==> src/rtl/apple_arbiter.sv <==
// apple_arbiter: owns the single shared apple in the two-snake game.
// Spawns each apple at a pseudo-random legal cell, detects which alive head
// reaches it, arbitrates simultaneous arrivals round-robin and issues a
// one-cycle eat grant to the winner.
// Optional build macro: APPLE_TIMEOUT_EN (apple expires after TIMEOUT_CYCLES
// ACTIVE cycles and respawns without a grant).
module apple_arbiter #(
  parameter int unsigned GRID_W         = 80,
  parameter int unsigned GRID_H         = 60,
  parameter logic [15:0] LFSR_SEED      = 16'hACE1,
  parameter int unsigned TIMEOUT_CYCLES = 1000000
) (
  input  logic       clk,
  input  logic       reset,
  input  logic       gameOver,
  input  logic [1:0] alive,
  input  logic [6:0] snake0X,
  input  logic [6:0] snake0Y,
  input  logic [6:0] snake1X,
  input  logic [6:0] snake1Y,
  output logic [6:0] appleX,
  output logic [6:0] appleY,
  output logic       appleValid,
  output logic [1:0] eat,
  output logic [7:0] spawnCount
);

  typedef enum logic [1:0] {
    SPAWN  = 2'd0,
    ACTIVE = 2'd1,
    GRANT  = 2'd2,
    HALT   = 2'd3
  } state_t;

  localparam logic [7:0] GRID_W8 = 8'(GRID_W);
  localparam logic [7:0] GRID_H8 = 8'(GRID_H);

  state_t      state;
  state_t      state_nx;
  logic [15:0] lfsr;
  logic        lfsr_fb;
  logic        rr_ptr;
  logic        rr_ptr_nx;
  logic [6:0]  apple_x_nx;
  logic [6:0]  apple_y_nx;
  logic        apple_valid_nx;
  logic [1:0]  eat_nx;
  logic [7:0]  spawn_count_nx;

  logic [6:0]  cand_x;
  logic [6:0]  cand_y;
  logic        cand_in_grid;
  logic        cand_on_head0;
  logic        cand_on_head1;
  logic        cand_legal;
  logic        hit0;
  logic        hit1;

`ifdef APPLE_TIMEOUT_EN
  localparam logic [19:0] LIFE_LAST = 20'(TIMEOUT_CYCLES - 1);
  logic [19:0] life_cnt;
  logic [19:0] life_cnt_nx;
`else
  logic unused_timeout_param;
  assign unused_timeout_param = (TIMEOUT_CYCLES == 0);
`endif

  // Fibonacci feedback, taps 16,14,13,11 (bits 15,13,12,10).
  assign lfsr_fb = lfsr[15] ^ lfsr[13] ^ lfsr[12] ^ lfsr[10];

  assign cand_x = lfsr[6:0];
  assign cand_y = lfsr[14:8];

  assign cand_in_grid  = ({1'b0, cand_x} < GRID_W8) && ({1'b0, cand_y} < GRID_H8);
  assign cand_on_head0 = alive[0] && (cand_x == snake0X) && (cand_y == snake0Y);
  assign cand_on_head1 = alive[1] && (cand_x == snake1X) && (cand_y == snake1Y);
  assign cand_legal    = cand_in_grid && !cand_on_head0 && !cand_on_head1;

  assign hit0 = alive[0] && (snake0X == appleX) && (snake0Y == appleY);
  assign hit1 = alive[1] && (snake1X == appleX) && (snake1Y == appleY);

  // LFSR free-runs every non-reset cycle, HALT included.
  always_ff @(posedge clk) begin
    if (!reset) begin
      lfsr <= LFSR_SEED;
    end else begin
      lfsr <= {lfsr[14:0], lfsr_fb};
    end
  end

  // State and all registered outputs; reset overrides any pending grant.
  always_ff @(posedge clk) begin
    if (!reset) begin
      state      <= SPAWN;
      appleX     <= '0;
      appleY     <= '0;
      appleValid <= 1'b0;
      eat        <= '0;
      spawnCount <= '0;
      rr_ptr     <= 1'b0;
`ifdef APPLE_TIMEOUT_EN
      life_cnt   <= '0;
`endif
    end else begin
      state      <= state_nx;
      appleX     <= apple_x_nx;
      appleY     <= apple_y_nx;
      appleValid <= apple_valid_nx;
      eat        <= eat_nx;
      spawnCount <= spawn_count_nx;
      rr_ptr     <= rr_ptr_nx;
`ifdef APPLE_TIMEOUT_EN
      life_cnt   <= life_cnt_nx;
`endif
    end
  end

  // Next-state and next-output logic; gameOver pre-empts any same-cycle hit.
  always_comb begin
    state_nx       = state;
    apple_x_nx     = appleX;
    apple_y_nx     = appleY;
    apple_valid_nx = appleValid;
    eat_nx         = '0;
    spawn_count_nx = spawnCount;
    rr_ptr_nx      = rr_ptr;
`ifdef APPLE_TIMEOUT_EN
    life_cnt_nx    = life_cnt;
`endif

    if (gameOver) begin
      state_nx       = HALT;
      apple_valid_nx = 1'b0;
    end else begin
      case (state)
        SPAWN: begin
          if (cand_legal) begin
            apple_x_nx     = cand_x;
            apple_y_nx     = cand_y;
            apple_valid_nx = 1'b1;
            if (spawnCount != 8'hFF) begin
              spawn_count_nx = spawnCount + 8'd1;
            end
            state_nx       = ACTIVE;
`ifdef APPLE_TIMEOUT_EN
            life_cnt_nx    = '0;
`endif
          end
        end

        ACTIVE: begin
          if (hit0 && hit1) begin
            // Contested: rr_ptr names the winner, then flips.
            eat_nx         = rr_ptr ? 2'b10 : 2'b01;
            rr_ptr_nx      = ~rr_ptr;
            apple_valid_nx = 1'b0;
            state_nx       = GRANT;
          end else if (hit0) begin
            eat_nx         = 2'b01;
            apple_valid_nx = 1'b0;
            state_nx       = GRANT;
          end else if (hit1) begin
            eat_nx         = 2'b10;
            apple_valid_nx = 1'b0;
            state_nx       = GRANT;
          end else begin
`ifdef APPLE_TIMEOUT_EN
            if (life_cnt == LIFE_LAST) begin
              apple_valid_nx = 1'b0;
              state_nx       = SPAWN;
            end else begin
              life_cnt_nx = life_cnt + 20'd1;
            end
`endif
          end
        end

        GRANT: begin
          state_nx = SPAWN;
        end

        HALT: begin
          apple_valid_nx = 1'b0;
        end

        default: begin
          state_nx       = SPAWN;
          apple_valid_nx = 1'b0;
        end
      endcase
    end
  end

endmodule

==> config.mk <==
export PLATFORM = sky130hd
export DESIGN_NAME = apple_arbiter
export DESIGN_NICKNAME = d
export VERILOG_FILES = /design/src/rtl/apple_arbiter.sv
export SDC_FILE = /design/constraint.sdc
export NUM_CORES = 1
export LEC_CHECK = 0
export CAP_MARGIN = 25
export CORE_ASPECT_RATIO = 1.5
export CORE_MARGIN = 5
export CORE_UTILIZATION = 40
export DETAILED_ROUTE_END_ITERATION = 10
export PLACE_DENSITY = 0.66
export SLEW_MARGIN = 25
export SYNTH_ARGS = -nofsm -noshare
export SYNTH_HDL_FRONTEND = slang
export SYNTH_SLANG_ARGS = --single-unit
==> constraint.sdc <==
create_clock -name clk -period 3.15 [get_ports clk]
set_input_delay 0.315 -clock clk [delete_from_list [all_inputs] [get_ports clk]]
set_output_delay 0.315 -clock clk [all_outputs]
set_load 0.05 [all_outputs]
==> impl_metrics.yaml <==
drt:
  drt-met1-wl_um: 2453
  routed_wl_um: 5959
  wl_met2_um: 2966
  vias_per_cell: 5.078
  highest_layer: "met4"
  wire_per_inst_um: 15.40
  wl_met3_um: 221
  via_count: 1965
  drtIter0Drc: 39
  drtPass1Iterations: 4
  drtAntennaViolNets: 0
  drc: 0
min_path:
  hold_path.class: "reg -> reg"
place:
  port_buffers: 57
  place_hpwl_um: 4757
  gp_congestion: 0.9018
sta:
  setup_viol: 0
  worst_pin_slew_ns: 0.8801
  finalHoldViolations: 0
  slew_viol_final: 0
  rsz0062_at_grt: "false"
  whs_ns: 0.4452
  clock-skew-final_ns: 0.005045
  tns_ns: 0
  layout_min_cycle_time_ns: 2.382
  slew_headroom: 0.4078
  clock.fmax_mhz: 419.8
  min_period_over_period: 0.7562
grt:
  grt_pass1_wl_um: 9660
  overflow: 0
  grt_usage: 0.1617
  grt_max_degree: 36
  grt_antenna_before_repair: 0
  grt_pass1_vias: 2031
cts:
  htreeDepth: 2
  root_buffer: "clkbuf_8"
  hold_buffers: 0
  cts.clk_slew.worst_paths_ns: 0.08
  clkSinkCount: 44
  postCtsSetupBuffers: 0
  insertion_delay_ns: 0.30
  cts_resized: 0
  cts_tree: "built"
  cts_max_path_buffers: 2
  numCtsBuffers: 5
die:
  dieWidth_um: 74.03
  die_h_um: 106.0
  die_area_sq_mm: 0.007851
  io_pins: 58
  start_util: 0.4041
  core_sq_mm: 0.006087
  fp-row-count: 35
power:
  finalPower_mw: 1.475
  power_density_mw_per_mm2: 467.4
  leakage_nw: 1.115
  peakVddDrop_mv: 0.1800
synth:
  synth_top_area_share: 0.3581
  syn_area_sq_mm: 0.002460
  ys_ff_latch: 44
  synthFlopType: "dfxtp_1"
  async_flop_share: 0
  synth_top_cell_by_area: "dfxtp_1"
  synthTopCellsByCount: "xnor2_1, dfxtp_1, mux2i_1, nor2b_1, nand4_1"
  syn-num-nets: 295
  synth-edff-count: 0
  yosysWarnings: 0
  synthCells: 257
  ys_seq_area_frac: 0.3581
  synth.most_common_cell: "xnor2_1"
  yosys-top-cells-area: "dfxtp_1, xnor2_1, mux2i_1, nor2b_1, nand4_1"
  avgSynthCellArea_sq_um: 9.571
  synth_cell_types: 40
layout:
  regArea_sq_um: 880.8
  syn_to_final_growth_pct: 28.28
  num_antenna_cells: 0
  multi_input_area_sq_mm: 0.001479
  fillers: 568
  drive_gt1_frac: 0.04792
  final_nets: 350
worst_setup_path:
  critical_path.max_stage_delay_ns: 0.77
  cp_cell_sequence: "clkdlybuf4s50_1 -> xnor2_1 -> nand4_1 -> nor4_1 -> nor3_1 -> a211oi_1 -> mux2i_1"
  criticalPathCategory: "in -> reg"
  critical_path_arrival_ns: 2.62
  crit_required_ns: 3.38
  critPathSlowestCell: "nor4_1"
  start_kind: "primary input"
  crit_fanout: 5
  critPathCaptureType: "flip-flop"
run_status:
  status: "completed"
run:
  maxCapViolations: 0
-- flip-flops by register name (all words and copies together), names as in the netlist --
register	flops
spawnCount	8
eat	2
appleX	7
state	2
appleY	7
rr_ptr	1
lfsr	16
appleValid	1
-- cells by family after synthesis --
group | synth area share
buf+inv | 0.04069
fa+ha+maj | 0.02543
flops | 0.3581
mux | 0.07782
compound gates | 0.04476
simple gates | 0.2396
xor+xnor | 0.2136
-- through the flow --
| step | util | std cells | area (sq um) | worst slack (ns) |
|---|---|---|---|---|
| after floorplan | - | 257 | 2460 | 1.008 |
| after global placement | 0.5030 | 379 | 3062 | 0.4746 |
| after detailed placement | 0.5030 | 379 | 3062 | 0.4652 |
| after CTS | 0.5184 | 387 | 3156 | 0.7796 |
| after global routing | 0.5184 | 387 | 3156 | 0.6157 |
| final | 0.5184 | 387 | 3156 | 0.7680 |
-- power breakdown --
group / internal, mW / switching [mW]
registers: 0.597 / 0.0559
clock network: 0.178 / 0.194
logic: 0.214 / 0.236
-- cell type report --
type                            count  share of cell area
Clock buffer                        7             0.02736
Sequential cell                    44              0.2791
Inverter                            5            0.005948
Timing Repair Buffer               58              0.1872
Clock inverter                      1            0.002379
Multi-Input combinational cell    198              0.4687
Tap cell                           74             0.02934
-- metal layers --
layer,vias up,track usage
li1,985,-
met1,905,0.1886
met2,55,0.2652
met3,20,0.02649
met4,0,0.1036
met5,-,0
-- cell usage in the layout (no fill, tap or decap), drive strengths merged --
cell            n
a211oi          1
a21boi          3
o31ai           1
clkinvlp        1
nor3            4
mux2            1
nand2          14
ha              5
or3             3
clkbuf          7
or4b            1
buf             1
and3            3
o21ai           5
nor2            5
nand3           8
xnor2          58
a21oi           1
o41ai           1
and2            9
nand4          17
dfxtp          44
mux2i          18
nand2b         10
and4            1
or4             2
nor4            2
nand4b          1
xor2            2
o221a           1
nor2b          17
o211ai          2
clkdlybuf4s50  57
inv             5
or2             1
a22oi           1
-- final timing paths --
| check | start | to | slack, ns | depth (start not counted) |
|---|---|---|---|---|
| min reg2reg | lfsr[7] | lfsr[8] | 0.45 | 1 |
| max reg2reg | appleY[6] | appleValid | 0.84 | 6 |
| max | snake0Y[3] | appleValid | 0.77 | 7 |
| min | lfsr[7] | lfsr[8] | 0.45 | 1 |
-- worst max-delay path, delay by kind of cell --
kind,cells,cell delay (ns)
simple gates,3,1.08
buf+inv,1,0.53
compound gates,1,0.33
mux,1,0.21
xor+xnor,1,0.15
Note: power is estimated with default switching activity, not from simulation.
